$ cat src/rtl/clk_div_seq_pkg.sv
// Shared types for the clock-divider sequencer: FSM encoding, default widths, table entry.
// Pure declarations; no logic, no latency, no flow control.
// Macro CLK_DIV_SEQ_STATUS_EN (used by the top) does not change anything here.
package clk_div_seq_pkg;

    typedef enum logic [1:0] {
        IDLE = 2'd0,
        LOAD = 2'd1,
        RUN  = 2'd2
    } seq_state_t;

    localparam int FACT_W_DEF = 4;
    localparam int CNT_W_DEF  = 8;

    typedef struct packed {
        logic [FACT_W_DEF-1:0] fact;
        logic [CNT_W_DEF-1:0]  cycles;
    } tbl_entry_t;

endpackage

$ cat src/rtl/clk_div_edge_counter.sv
// Rising-edge detector on the divided clock plus a saturating edge counter with terminal compare.
// Latency: term is combinational from the current sample; the count updates on the same Clk_Ref edge.
// No backpressure; clr has priority over counting, counting happens only while en is high.
module clk_div_edge_counter
    import clk_div_seq_pkg::*;
#(
    parameter int CNT_W = CNT_W_DEF
) (
    input  logic             Clk_Ref,
    input  logic             RST,
    input  logic             clr,
    input  logic             en,
    input  logic             div_clk,
    input  logic [CNT_W-1:0] cycles,
`ifdef CLK_DIV_SEQ_STATUS_EN
    output logic [CNT_W-1:0] cnt,
`endif
    output logic             term
);

    logic             prev_q;
    logic [CNT_W-1:0] cnt_q;
    logic [CNT_W-1:0] cnt_inc;
    logic             rise;

    assign rise    = en & div_clk & ~prev_q;
    assign cnt_inc = (cnt_q == '1) ? cnt_q : cnt_q + 1'b1;
    assign term    = rise && (cnt_inc == cycles);

`ifdef CLK_DIV_SEQ_STATUS_EN
    assign cnt = cnt_q;
`endif

    always_ff @(posedge Clk_Ref or posedge RST) begin
        if (RST) begin
            prev_q <= 1'b0;
            cnt_q  <= '0;
        end else if (clr) begin
            prev_q <= 1'b0;
            cnt_q  <= '0;
        end else if (en) begin
            prev_q <= div_clk;
            if (rise) begin
                cnt_q <= cnt_inc;
            end
        end
    end

endmodule

$ cat src/rtl/clk_div_sequencer.sv
// Steps a clock divider through a programmed table of {factor, edge count}; optional Edge_Cnt under CLK_DIV_SEQ_STATUS_EN.
// Latency: Start -> LOAD +1, RUN +2; terminal divided edge -> next LOAD or Done +1.
// No backpressure: Stop wins over Start, Start and table writes are ignored while Busy.
module clk_div_sequencer
    import clk_div_seq_pkg::*;
#(
    parameter int DEPTH  = 4,
    parameter int FACT_W = FACT_W_DEF,
    parameter int CNT_W  = CNT_W_DEF
) (
    input  logic                     Clk_Ref,
    input  logic                     RST,
    input  logic                     Start,
    input  logic                     Stop,
    input  logic                     Loop,
    input  logic [$clog2(DEPTH)-1:0] Last_Idx,
    input  logic                     Wr_En,
    input  logic [$clog2(DEPTH)-1:0] Wr_Addr,
    input  logic [FACT_W-1:0]        Wr_Fact,
    input  logic [CNT_W-1:0]         Wr_Cycles,
    input  logic                     Div_Clk_In,
    output logic [FACT_W-1:0]        Div_Fact,
    output logic                     Div_RST,
    output logic [$clog2(DEPTH)-1:0] Step_Idx,
    output logic                     Busy,
`ifdef CLK_DIV_SEQ_STATUS_EN
    output logic [CNT_W-1:0]         Edge_Cnt,
`endif
    output logic                     Done
);

    localparam int IDX_W = $clog2(DEPTH);

    seq_state_t        state, state_nxt;
    logic [FACT_W-1:0] tbl_fact [DEPTH];
    logic [CNT_W-1:0]  tbl_cyc  [DEPTH];
    logic [IDX_W-1:0]  idx_nxt;
    logic [FACT_W-1:0] fact_rd, fact_nxt;
    logic [CNT_W-1:0]  cyc_raw, cyc_rd;
    logic              done_nxt, term, cnt_clr, in_run;

    always_ff @(posedge Clk_Ref or posedge RST) begin
        if (RST) begin
            for (int i = 0; i < DEPTH; i++) begin
                tbl_fact[i] <= FACT_W'(1);
                tbl_cyc[i]  <= CNT_W'(1);
            end
        end else if (Wr_En && state == IDLE) begin
            tbl_fact[Wr_Addr] <= Wr_Fact;
            tbl_cyc[Wr_Addr]  <= Wr_Cycles;
        end
    end

    // Zero-valued entries are stored as written and substituted on read.
    assign cyc_raw = tbl_cyc[Step_Idx];
    assign cyc_rd  = (cyc_raw == '0) ? CNT_W'(1) : cyc_raw;
    assign in_run  = (state == RUN);
    // Clearing on the next state keeps the count at zero in every cycle outside RUN.
    assign cnt_clr = (state_nxt != RUN);

    clk_div_edge_counter #(
        .CNT_W (CNT_W)
    ) u_edge_cnt (
        .Clk_Ref (Clk_Ref),
        .RST     (RST),
        .clr     (cnt_clr),
        .en      (in_run),
        .div_clk (Div_Clk_In),
        .cycles  (cyc_rd),
`ifdef CLK_DIV_SEQ_STATUS_EN
        .cnt     (Edge_Cnt),
`endif
        .term    (term)
    );

    always_comb begin
        state_nxt = state;
        idx_nxt   = Step_Idx;
        done_nxt  = 1'b0;
        case (state)
            IDLE: begin
                if (Start) begin
                    state_nxt = LOAD;
                    idx_nxt   = '0;
                end
            end
            LOAD: state_nxt = RUN;
            RUN: begin
                if (term) begin
                    if (Step_Idx != Last_Idx) begin
                        state_nxt = LOAD;
                        idx_nxt   = IDX_W'(Step_Idx + 1'b1);
                    end else if (Loop) begin
                        state_nxt = LOAD;
                        idx_nxt   = '0;
                    end else begin
                        state_nxt = IDLE;
                        done_nxt  = 1'b1;
                    end
                end
            end
            default: state_nxt = IDLE;
        endcase
        if (Stop) begin
            state_nxt = IDLE;
            idx_nxt   = Step_Idx;
            done_nxt  = 1'b0;
        end
        // Factor is fetched on entry to LOAD so the registered output shows it during LOAD.
        fact_rd  = tbl_fact[idx_nxt];
        fact_nxt = Div_Fact;
        if (state_nxt == LOAD) begin
            fact_nxt = (fact_rd == '0) ? FACT_W'(1) : fact_rd;
        end
    end

    always_ff @(posedge Clk_Ref or posedge RST) begin
        if (RST) begin
            state    <= IDLE;
            Step_Idx <= '0;
            Div_Fact <= FACT_W'(1);
            Div_RST  <= 1'b1;
            Busy     <= 1'b0;
            Done     <= 1'b0;
        end else begin
            state    <= state_nxt;
            Step_Idx <= idx_nxt;
            Div_Fact <= fact_nxt;
            Div_RST  <= (state_nxt != RUN);
            Busy     <= (state_nxt != IDLE);
            Done     <= done_nxt;
        end
    end

endmodule
$ cat config.mk
export PLATFORM = sky130hd
export DESIGN_NAME = clk_div_sequencer
export DESIGN_NICKNAME = d
export VERILOG_FILES = /design/src/rtl/clk_div_seq_pkg.sv /design/src/rtl/clk_div_edge_counter.sv /design/src/rtl/clk_div_sequencer.sv
export SDC_FILE = /design/constraint.sdc
export NUM_CORES = 1
export LEC_CHECK = 0
export ABC_CLOCK_PERIOD_IN_PS = 7060
export CAP_MARGIN = 20
export CORE_MARGIN = 8
export CORE_UTILIZATION = 40
export CTS_CLUSTER_DIAMETER = 50
export DETAILED_ROUTE_END_ITERATION = 8
export RECOVER_POWER = 50
export SLEW_MARGIN = 20
export SYNTH_ARGS = -nofsm -noshare
export SYNTH_HDL_FRONTEND = slang
export SYNTH_SLANG_ARGS = --single-unit
$ cat constraint.sdc
create_clock -name Clk_Ref -period 7.06 [get_ports Clk_Ref]
set_clock_uncertainty 0.15 [all_clocks]
set_input_delay 1.412 -clock Clk_Ref [delete_from_list [all_inputs] [get_ports Clk_Ref]]
set_output_delay 1.412 -clock Clk_Ref [all_outputs]
set_load 0.05 [all_outputs]
After elaboration in Yosys (flattened, before gate mapping)
Cells that the tools add are included.
{"block": "classes", "n_addsub": 2, "n_lt_le_gt_ge": 4, "n_eq_ne": 7, "muxes": 37, "n_bitwise": 6, "reduce_logical": 10}
{"cell": "$mux 8", "count": 8}
{"cell": "$bwmux 32", "count": 1}
{"cell": "$bmux 8 s2", "count": 1}
{"cell": "$bwmux 16", "count": 1}
{"cell": "$demux 8 s2", "count": 1}
{"cell": "$mux 2", "count": 8}
{"cell": "$mux 4", "count": 4}
{"cell": "$ge 3x3->1 const B", "count": 3}
{"cell": "$mux 1", "count": 9}
{"cell": "$not 2->3", "count": 3}
{"cell": "$add 8x1->8 const B", "count": 1}
{"cell": "$bmux 4 s2", "count": 1}
{"cell": "$demux 4 s2", "count": 1}
{"cell": "$eq 8x8->1", "count": 1}
{"cell": "$eq 8x8->1 const B", "count": 1}
{"cell": "$logic_not 8->1", "count": 1}
{"cell": "$pmux 2 s3", "count": 1}
{"cell": "$reduce_bool 2->1", "count": 3}
{"cell": "$eq 2x1->1 const B", "count": 2}
{"cell": "$logic_not 4->1", "count": 1}
{"cell": "$pmux 2 s2", "count": 1}
{"cell": "$logic_and 1x1->1", "count": 3}
{"cell": "$lt 3x1->1 const B", "count": 1}
{"cell": "$add 2x1->2 const B", "count": 1}
{"cell": "other kinds (7)", "count": 8}
{"block": "totals", "ff_bits": 68, "in_bits": 23, "elab_cells": 82}

Logic depth before layout (Yosys ltp)
Gate-level depths: netlist of the first run.
{"block": "depth", "depth_word": 17, "depth_mapped": 13}

By module
From an unflattened synthesis of the first run, not the netlist that was laid out.
{"block": "unflattened", "cells_unflattened": 283, "area_unflattened_um2": 3494.6}
{"module": "clk_div_sequencer", "n_inst": 1, "cells_per_inst": 192, "area_each_um2": 2712.6}
{"module": "clk_div_edge_counter", "n_inst": 1, "cells_per_inst": 91, "area_each_um2": 782.0}

Worst setup path after synthesis of the first run
No wires, ideal clock.
{"block": "synth_path", "kind": "register to register", "start": "register Step_Idx[0]", "end": "register Div_Fact[0]", "setup_time_ns": 0.073, "t_arrival_ns": 3.960, "t_required_ns": 6.837, "setup_slack_ns": 2.877, "path_stages_with_launch": 11, "path_buffers": 1, "synth_period_minus_slack_ns": 4.183, "cell_sequence": "dfrtp_1 > buf_4 > mux4_2 > xnor2_1 > or4_4 > nor3b_2 > o21ai_1 > a2bb2oi_1 > mux4_2 > or3_1 > a21oi_1"}
{"block": "synth_between", "elab_chain_len": 17, "word_cells_on_any_way": 27, "classes_between": "add/sub (1); eq/ne (3); mux (18); bitwise (2); reduce/logical (3)"}
{"item": "start, declared", "line_no": "clk_div_sequencer.sv:24", "source": "output logic [$clog2(DEPTH)-1:0] Step_Idx,"}
{"item": "start signal, assigned", "line_no": "clk_div_sequencer.sv:127", "source": "Step_Idx <= idx_nxt;"}
{"item": "$not 2->3 (implied by the code)", "line_no": "clk_div_sequencer.sv:55", "source": "assign cyc_raw = tbl_cyc[Step_Idx];"}
{"item": "$bmux 8 s2", "line_no": "clk_div_sequencer.sv:55"}
{"item": "$mux 8 (implied by the code) (2 in series)", "line_no": "clk_div_sequencer.sv:55"}
{"item": "$logic_not 8->1", "line_no": "clk_div_sequencer.sv:56", "source": "assign cyc_rd = (cyc_raw == '0) ? CNT_W'(1) : cyc_raw;"}
{"item": "$mux 8", "line_no": "clk_div_sequencer.sv:56"}
{"item": "$eq 8x8->1", "line_no": "clk_div_edge_counter.sv:28", "source": "assign term = rise && (cnt_inc == cycles);"}
{"item": "$logic_and 1x1->1", "line_no": "clk_div_edge_counter.sv:28"}
{"item": "$mux 2", "line_no": "clk_div_sequencer.sv:89", "source": "if (term) begin"}
{"item": "$pmux 2 s2", "line_no": "clk_div_sequencer.sv:80", "source": "case (state)"}
{"item": "$mux 2", "line_no": "clk_div_sequencer.sv:104", "source": "if (Stop) begin"}
{"item": "$not 2->3 (implied by the code)", "line_no": "clk_div_sequencer.sv:110", "source": "fact_rd = tbl_fact[idx_nxt];"}
{"item": "$bmux 4 s2", "line_no": "clk_div_sequencer.sv:110"}
{"item": "$mux 4 (implied by the code) (2 in series)", "line_no": "clk_div_sequencer.sv:110"}
{"item": "$logic_not 4->1", "line_no": "clk_div_sequencer.sv:113", "source": "fact_nxt = (fact_rd == '0) ? FACT_W'(1) : fact_rd;"}
{"item": "$mux 4", "line_no": "clk_div_sequencer.sv:113"}
{"item": "end signal, assigned", "line_no": "clk_div_sequencer.sv:128", "source": "Div_Fact <= fact_nxt;"}
{"item": "end, declared", "line_no": "clk_div_sequencer.sv:22", "source": "output logic [FACT_W-1:0] Div_Fact,"}
Several ways; a longest one is shown, not always the timed one. The select of a mux whose other input is x is not followed.
A chain may end at the register's enable or synchronous reset.

==> results.sh, run 1 <==
export IMPL_status="finished, violations left"
export IMPL_violations="max-capacitance violations, max-slew violations"
export IMPL_cts_resized=0
export IMPL_seq_power_share=0.486
export IMPL_syn_nets=271
export IMPL_die_area_um2=11500
export IMPL_die_h_um=107
export IMPL_async_flop_share=1.00
export IMPL_place_congestion=0.798
export IMPL_worstSetupPathType="in2async"
export IMPL_period_share=0.718
export IMPL_yosysSeqAreaShare=0.516
export IMPL_numCtsBuffers=9
export IMPL_worstSkewPairLatency_ns=0.33
export IMPL_yosysWarnings=0
export IMPL_hold_end="tbl_cyc[23]"
export IMPL_initial_utilization=0.408
export IMPL_hold_viol=0
export IMPL_antenna_left=0
export IMPL_wl_met2_um=3140
export IMPL_synthFlopType="dfrtp_1"
export IMPL_reg2reg_to="Div_Fact[0]"
export IMPL_final_seq_area_um2=1710
export IMPL_num_vias=2005
export IMPL_syn2layout_area_growth_pct=18.0
export IMPL_antenna_found_initial=0
export IMPL_synth_distinct_cells=45
export IMPL_rsz0062_at_grt="no"
export IMPL_slowest_stage="clkbuf_1"
export IMPL_power_density_nw_per_um2=275
export IMPL_htreeDepth=3
export IMPL_cp_slowest_stage_delay_ns=2.51
export IMPL_wl_met1_um=3270
export IMPL_grt_pass1_wl_um=11500
export IMPL_num_fill_cells=741
export IMPL_leakagePower_nw=1.56
export IMPL_io_buffer_count=31
export IMPL_end_kind="async pin"
export IMPL_p_sw_uw=295
export IMPL_final_area_um2=3920
export IMPL_drv_slew=69
export IMPL_hold_start="tbl_cyc[23]"
export IMPL_route_detailed_drc=0
export IMPL_worstMarginPinSlew_ns=3.59
export IMPL_clock_path_buffers=2
export IMPL_io_pins=32
export IMPL_routedWlPerCell_um=17.0
export IMPL_max_cap_violations=1
export IMPL_sw_frac_of_total=0.274
export IMPL_synth_edf_count=0
export IMPL_synth_commonest_cells="58 x dfrtp_1, 51 x mux2_2, 18 x nor2_1, 12 x mux4_2, 12 x nand2_1"
export IMPL_coreArea_um2=8130
export IMPL_pwr_share_clk=0.293
export IMPL_intPower_uw=782
export IMPL_wl_met3_um=215
export IMPL_reg2reg_from="Step_Idx[0]"
export IMPL_slew_limit_headroom=-1.39
export IMPL_cp_data_required_time_ns=6.53
export IMPL_dr_pass1_iters=4
export IMPL_rrSetupSlack_ns=2.63
export IMPL_hold_depth=1
export IMPL_crit_arrival_ns=4.54
export IMPL_cts_setup_buffers=0
export IMPL_reg2reg_depth=11
export IMPL_synthTopCellsByArea="dfrtp_1 44%, mux2_2 17%, mux4_2 8.1%"
export IMPL_yosysMostFrequentCell="dfrtp_1"
export IMPL_hold_class="reg2reg"
export IMPL_ir_drop_mv=0.156
export IMPL_grt_pass1_vias=2134
export IMPL_setup_tns_ns=0
export IMPL_max_freq_ghz=0.197
export IMPL_cp_start_kind="primary input"
export IMPL_drt_total_wl_um=6680
export IMPL_gr_total_overflow=0
export IMPL_rows=33
export IMPL_cp_cell_sequence="dlygate4sd3_1, clkinv_1, clkbuf_1"
export IMPL_cp_max_fo=68
export IMPL_grt_usage=0.129
export IMPL_diodes=0
export IMPL_setup_viol=0
export IMPL_synth_ff_latch_count=68
export IMPL_place_area_um2=3730
export IMPL_finalNetCount=306
export IMPL_cts_root_buf="clkbuf_8"
export IMPL_hold_buffers=0
export IMPL_via_per_inst=5.11
export IMPL_multi_input_area_um2=1540
export IMPL_drive_gt1_frac=0.331
export IMPL_die_w_um=107
export IMPL_power_frac_comb=0.221
export IMPL_cts_sinks=68
export IMPL_synth_cells=247
export IMPL_first_iter_violations=154
export IMPL_hpwl_um=4710
export IMPL_syn_cell_area_um2=3320
export IMPL_highest_signal_layer="met4"
export IMPL_avgSynthCellArea_um2=13.4
export IMPL_fin_crit_ns=5.07
export IMPL_clkTransAtPathRegs_ns=0.07
export IMPL_synth_largest_area_cell="dfrtp_1"
export IMPL_synth_top_area_share=0.437
export IMPL_cts_tree="built"
export IMPL_grt_max_degree=69
-- cell families (layout without fill, tap and decap cells) --
kind of cell / after synthesis / count (layout) / synth area share
and+or+nand+nor: 64 / 64 / 0.107
muxes: 70 / 70 / 0.276
DFF: 68 / 68 / 0.516
adders and majority gates: 1 / 1 / 0.00377
buffers and inverters: 14 / 54 / 0.0207
AOI/OAI and AO/OA: 15 / 15 / 0.0320
xor gates and xnor gates: 15 / 15 / 0.0437
-- final cells by class --
class	count	share of cell area
Clock buffer	12	0.0370
Clock inverter	4	0.0128
Inverter	5	0.00479
Multi-Input combinational cell	165	0.394
Sequential cell	68	0.437
Tap cell	105	0.0335
Timing Repair Buffer	33	0.0810
-- how the worst max path moves through the flow --
stage,startpoint,endpoint
finish,RST,tbl_cyc[31]
global route,RST,Step_Idx[0]
CTS,Div_Clk_In,Div_Fact[0]
detailed placement,Div_Clk_In,Div_Fact[0]
global placement,Div_Clk_In,Div_Fact[0]
floorplan,Step_Idx[0],Div_Fact[0]
-- state kept, by name, indices dropped and copies added, names as in the netlist --
name / flops
state: 2
u_edge_cnt.cnt_q: 8
tbl_fact: 16
u_edge_cnt.prev_q: 1
Busy: 1
Div_Fact: 4
tbl_cyc: 32
Done: 1
Step_Idx: 2
Div_RST: 1
-- power groups by stage --
stage | Clock, mW | Sequential, mW | Combinational, mW
after floorplan | 0 | 0.553 | 0.141
after detailed placement | 0 | 0.531 | 0.242
after global routing | 0.348 | 0.534 | 0.257
after CTS | 0.328 | 0.523 | 0.242
after global placement | 0 | 0.530 | 0.238
final | 0.315 | 0.524 | 0.238
-- worst max-delay path: cells and delay by family --
kind,cells,cell delay (ns)
buf+inv,3,3.08
-- per-stage QoR --
stage	hold WS, ns	utilization	setup slack (ns)	cells	power [mW]
finish	0.355	0.482	1.99	392	1.08
floorplan	0.324	-	2.88	247	0.694
global placement	0.334	0.459	2.27	376	0.768
CTS	0.359	0.483	2.55	392	1.09
detailed placement	0.341	0.459	2.19	376	0.773
global route	0.368	0.482	1.13	392	1.14
-- per-layer routing --
layer,up-vias,track usage
met5,-,0
met4,0,0.0332
met3,4,0.0438
met2,29,0.199
met1,1010,0.168
li1,962,-
-- layout by cell type (no fill, tap or decap), types with 3 or more instances in the layout --
cell	synthesis	routed
nand2b_1	5	5
clkbuf_8	0	10
xnor2_1	6	6
dfstp_2	10	10
nor3_1	7	7
o21ai_0	3	3
clkbuf_1	4	4
xor2_1	8	8
clkdlybuf4s50_1	0	29
mux4_2	12	12
nor2b_1	4	4
nand2_1	12	12
dfrtp_1	58	58
inv_1	5	4
a21oi_1	3	3
mux2_2	51	51
mux2i_1	6	6
a31oi_1	3	3
nor2_1	18	18
Power figures use the tool's default switching activity.
==> run 2, diff against run 1 <==
ABC_CLOCK_PERIOD_IN_PS = 5200   (was 7060)
clock period = 5.2 ns   (was 7.06 ns; I/O delays follow)
==> results.sh, run 2 (synthesized netlist as in run 1, its figures left out) <==
export IMPL_largest_reg_flops=32
export IMPL_rows=33
export IMPL_antenna_found_initial=0
export IMPL_path_delay_family="multiplexers"
export IMPL_hold_depth=1
export IMPL_drv_slew=42
export IMPL_top_regs="tbl_cyc x32, tbl_fact x16, u_edge_cnt.cnt_q x8"
export IMPL_slew_limit_headroom=-0.0191
export IMPL_drive_gt1_frac=0.334
export IMPL_fin_crit_ns=4.34
export IMPL_final_area_um2=3970
export IMPL_worstMarginPinSlew_ns=1.53
export IMPL_setup_viol=0
export IMPL_first_iter_violations=58
export IMPL_grt_max_degree=42
export IMPL_routedWlPerCell_um=17.0
export IMPL_slowest_stage="dfrtp_1"
export IMPL_hpwl_um=4740
export IMPL_total_power_mw=1.56
export IMPL_route_detailed_drc=0
export IMPL_num_fill_cells=718
export IMPL_largest_register="tbl_cyc"
export IMPL_worstSetupPathType="reg2reg"
export IMPL_grt_usage=0.128
export IMPL_initial_utilization=0.408
export IMPL_max_cap_violations=1
export IMPL_violations="max-capacitance violations, max-slew violations"
export IMPL_hold_buffers=0
export IMPL_finalNetCount=306
export IMPL_crit_arrival_ns=4.46
export IMPL_setup_tns_ns=0
export IMPL_cp_start_kind="flip-flop"
export IMPL_reg2reg_depth=11
export IMPL_numCtsBuffers=9
export IMPL_io_pins=32
export IMPL_coreArea_um2=8130
export IMPL_gr_total_overflow=0
export IMPL_cts_sinks=68
export IMPL_cp_max_fo=14
export IMPL_antenna_left=0
export IMPL_diodes=0
export IMPL_path_buf_inv=0
export IMPL_place_area_um2=3730
export IMPL_hold_viol=0
export IMPL_rrSetupSlack_ns=0.86
export IMPL_grt_pass1_wl_um=11500
export IMPL_place_congestion=0.752
export IMPL_clkTransAtPathRegs_ns=0.07
export IMPL_die_h_um=107
export IMPL_path_depth=11
export IMPL_num_vias=2029
export IMPL_whs_ns=0.355
export IMPL_cts_resized=0
export IMPL_ir_drop_mv=0.131
export IMPL_period_share=0.834
export IMPL_cts_root_buf="clkbuf_8"
export IMPL_final_cell_mix="58 x dfrtp_1, 51 x mux2_2, 29 x clkdlybuf4s50_1, 18 x nor2_1"
export IMPL_die_area_um2=11500
export IMPL_power_density_nw_per_um2=393
export IMPL_cts_tree="built"
export IMPL_cts_setup_buffers=0
export IMPL_die_w_um=107
export IMPL_hold_class="reg2reg"
export IMPL_dr_pass1_iters=4
export IMPL_end_kind="flip-flop"
export IMPL_rsz0062_at_grt="no"
export IMPL_max_freq_ghz=0.230
export IMPL_grt_pass1_vias=2219
export IMPL_status="finished, violations left"
export IMPL_leakagePower_nw=1.59
export IMPL_syn2layout_area_growth_pct=19.6
export IMPL_cp_data_required_time_ns=5.32
export IMPL_via_per_inst=5.18
export IMPL_final_common_cell="dfrtp_1"
export IMPL_clock_path_buffers=2
export IMPL_cp_cell_sequence="mux4_2, nor4_1, a21oi_1, xnor2_1, and4b_1, nor3b_2, o21ai_1, a2bb2oi_1, mux4_2, or3_1, a21oi_1"
export IMPL_worstSkewPairLatency_ns=0.34
export IMPL_htreeDepth=3
export IMPL_io_buffer_count=31
export IMPL_cp_slowest_stage_delay_ns=0.77
export IMPL_drt_total_wl_um=6650
[run 2: cell types whose count changed in the layout (fill, tap and decap cells not counted), sizes merged]
cell      before  now
clkinv         2    3
clkinvlp       2    0
clkbuf        14   12
inv            4    5
bufinv         1    3
[run 2: cell type report]
class,count,area (um^2),area share
tap,105,131,0.0331
multi-input combinational,165,1550,0.390
clock inverter,6,113,0.0283
sequential,68,1710,0.431
timing repair buffer,33,318,0.0800
clock buffer,10,128,0.0321
inverter,5,18.8,0.00472
[run 2: worst register-to-register path: stages (launching register included)]
cell       delay (ns)
dfrtp_1          0.77
mux4_2           0.63
nor4_1           0.28
a21oi_1          0.11
xnor2_1          0.15
and4b_1          0.22
nor3b_2          0.26
o21ai_1          0.11
a2bb2oi_1        0.51
mux4_2           0.59
or3_1            0.36
a21oi_1          0.14
[run 2: path summary, 6_finish.rpt]
path / startpoint / endpoint
max: Step_Idx[0] / Div_Fact[0]
min: tbl_cyc[23] / tbl_cyc[23]
max reg2reg: Step_Idx[0] / Div_Fact[0]
min reg2reg: tbl_cyc[23] / tbl_cyc[23]
max in group asynchronous: RST / tbl_cyc[14]
min in group asynchronous: RST / Div_Fact[3]
[run 2: power breakdown]
group,internal [mW],switching (mW)
clock network,0.320,0.205
logic,0.175,0.147
registers,0.653,0.0607
total,1.15,0.412
[run 2: metal layers]
layer | wire length, um | part of all wire | GRT usage
met2 | 3110 | 0.47 | 0.195
met3 | 201 | 0.030 | 0.0306
met1 | 3240 | 0.49 | 0.167
met5 | 0 | 0 | 0
met4 | 95 | 0.014 | 0.0633
[run 2: stage by stage]
stage	setup WS (ns)	std cells	utilization
after global placement	0.778	376	0.459
final	0.861	392	0.488
after CTS	0.790	392	0.489
after floorplan	1.02	247	-
after detailed placement	0.704	376	0.459
after global routing	0.472	392	0.488
==> run 3, diff against run 2 <==
ABC_CLOCK_PERIOD_IN_PS = 4200   (was 5200)
clock period = 4.2 ns   (was 5.2 ns; I/O delays follow)
==> results.sh, run 3 (synthesized netlist as in run 1, its figures left out) <==
export IMPL_status="finished, violations left"
export IMPL_violations="max-capacitance violations, max-slew violations"
export IMPL_cp_max_fo=6
export IMPL_cts_sinks=68
export IMPL_fin_crit_ns=3.93
export IMPL_rsz0062_at_grt="no"
export IMPL_cp_start_kind="flip-flop"
export IMPL_htreeDepth=3
export IMPL_end_kind="flip-flop"
export IMPL_post_place_ws_ns=0.149
export IMPL_final_common_cell="dfrtp_1"
export IMPL_hold_end="tbl_cyc[17]"
export IMPL_dr_pass1_iters=4
export IMPL_worstSkewPairLatency_ns=0.35
export IMPL_die_w_um=107
export IMPL_first_iter_violations=67
export IMPL_cp_cell_sequence="ha_1, nand3_1, nand2_1, mux2i_2, xnor2_1, or4_4, nor3b_2, a41oi_1, o22ai_4, mux4_2, or3_1, a21oi_1"
export IMPL_numCtsBuffers=9
export IMPL_top_regs="tbl_cyc x32, tbl_fact x16, u_edge_cnt.cnt_q x8"
export IMPL_drive_gt1_frac=0.361
export IMPL_largest_register="tbl_cyc"
export IMPL_dp_cells=383
export IMPL_rows=33
export IMPL_via_per_inst=5.27
export IMPL_max_cap_violations=1
export IMPL_cts_setup_buffers=0
export IMPL_p_sw_uw=523
export IMPL_pwr_share_clk=0.319
export IMPL_max_freq_ghz=0.254
export IMPL_io_buffer_count=31
export IMPL_finalWorstSetupSlack_ns=0.267
export IMPL_sw_frac_of_total=0.277
export IMPL_cp_data_required_time_ns=4.32
export IMPL_fin_util=0.492
export IMPL_place_area_um2=3800
export IMPL_drv_slew=33
export IMPL_route_detailed_drc=0
export IMPL_reg2reg_from="u_edge_cnt.cnt_q[0]"
export IMPL_hold_viol=0
export IMPL_stdcell_count=399
export IMPL_setup_tns_ns=0
export IMPL_total_power_mw=1.89
export IMPL_rrSetupSlack_ns=0.27
export IMPL_grt_pass1_wl_um=11500
export IMPL_place_congestion=0.743
export IMPL_worstMarginPinSlew_ns=1.71
export IMPL_num_vias=2103
export IMPL_grt_max_degree=33
export IMPL_hpwl_um=5000
export IMPL_largest_reg_flops=32
export IMPL_setup_viol=0
export IMPL_intPower_mw=1.36
export IMPL_cts_tree="built"
export IMPL_hold_class="reg2reg"
export IMPL_routedWlPerCell_um=17.0
export IMPL_cts_root_buf="clkbuf_8"
export IMPL_die_area_um2=11500
export IMPL_worstSetupPathType="reg2reg"
export IMPL_final_cell_mix="56 x dfrtp_1, 51 x mux2_2, 29 x clkdlybuf4s50_1, 18 x nor2_1"
export IMPL_slowest_stage="mux4_2"
export IMPL_hold_depth=1
export IMPL_hold_start="tbl_cyc[17]"
export IMPL_clock_path_buffers=2
export IMPL_diodes=0
export IMPL_drt_total_wl_um=6790
export IMPL_grt_usage=0.129
export IMPL_antenna_left=0
export IMPL_reg2reg_depth=12
export IMPL_syn2layout_area_growth_pct=20.5
export IMPL_crit_arrival_ns=4.05
export IMPL_whs_ns=0.358
export IMPL_num_fill_cells=721
export IMPL_seq_power_share=0.470
export IMPL_clkTransAtPathRegs_ns=0.08
export IMPL_multi_input_area_um2=1540
export IMPL_cp_slowest_stage_delay_ns=0.56
export IMPL_die_h_um=107
export IMPL_antenna_found_initial=0
export IMPL_grt_pass1_vias=2137
export IMPL_final_area_um2=4000
export IMPL_ir_drop_mv=0.168
export IMPL_period_share=0.936
export IMPL_slew_limit_headroom=-0.137
export IMPL_power_frac_comb=0.211
export IMPL_leakagePower_nw=1.61
export IMPL_finalNetCount=313
export IMPL_initial_utilization=0.408
export IMPL_final_seq_area_um2=1720
export IMPL_coreArea_um2=8130
export IMPL_gr_total_overflow=0
export IMPL_io_pins=32
export IMPL_power_density_nw_per_um2=472
export IMPL_reg2reg_to="Div_Fact[0]"
run 3: cell types whose count changed in the layout (fill, tap and decap cells not counted), sizes merged:
cell | previous run | this run
buf | 0 | 6
bufinv | 3 | 2
clkinv | 3 | 2
clkinvlp | 0 | 1
inv | 5 | 7
run 3: final cells by class:
class                           instances  share of cell area
Timing Repair Buffer                   40              0.0919
Inverter                                5             0.00469
Clock inverter                          7              0.0247
Tap cell                              105              0.0328
Clock buffer                            9              0.0310
Sequential cell                        68               0.429
Multi-Input combinational cell        165               0.386
run 3: worst max-delay path: cells and delay by family (launching register included):
| family | cells | cell delay [ns] |
|---|---|---|
| fa+ha+maj | 1 | 0.27 |
| xor+xnor | 1 | 0.11 |
| compound gates | 3 | 0.56 |
| mux | 2 | 0.82 |
| simple gates | 5 | 1.50 |
| flops | 1 | 0.46 |
run 3: worst max-delay path by stage:
stage                             start          end  cells after the start
global route        u_edge_cnt.cnt_q[0]  Div_Fact[0]                     12
global placement            Step_Idx[0]  Div_Fact[0]                     11
finish              u_edge_cnt.cnt_q[0]  Div_Fact[0]                     12
floorplan                   Step_Idx[0]  Div_Fact[0]                     10
detailed placement          Step_Idx[0]  Div_Fact[0]                     11
CTS                         Step_Idx[0]  Div_Fact[0]                     11
run 3: per-layer routing:
metal,track usage,vias to the layer above,routed length [um]
met5,0,-,0
met4,0.0452,0,87
met3,0.0372,8,306
met2,0.190,47,3110
met1,0.177,1069,3280
li1,-,979,-
run 3: repair_timing:
item,in CTS,in global routing
hold buffers,0,0
endpoints found under the setup margin,0,1
resized for setup,0,2
run 3: power groups by stage:
stage	clock network (mW)	logic, mW	registers [mW]
after CTS	0.623	0.409	0.886
after floorplan	0	0.237	0.929
final	0.602	0.399	0.887
after global placement	0	0.397	0.902
after global routing	0.654	0.431	0.901
after detailed placement	0	0.408	0.898
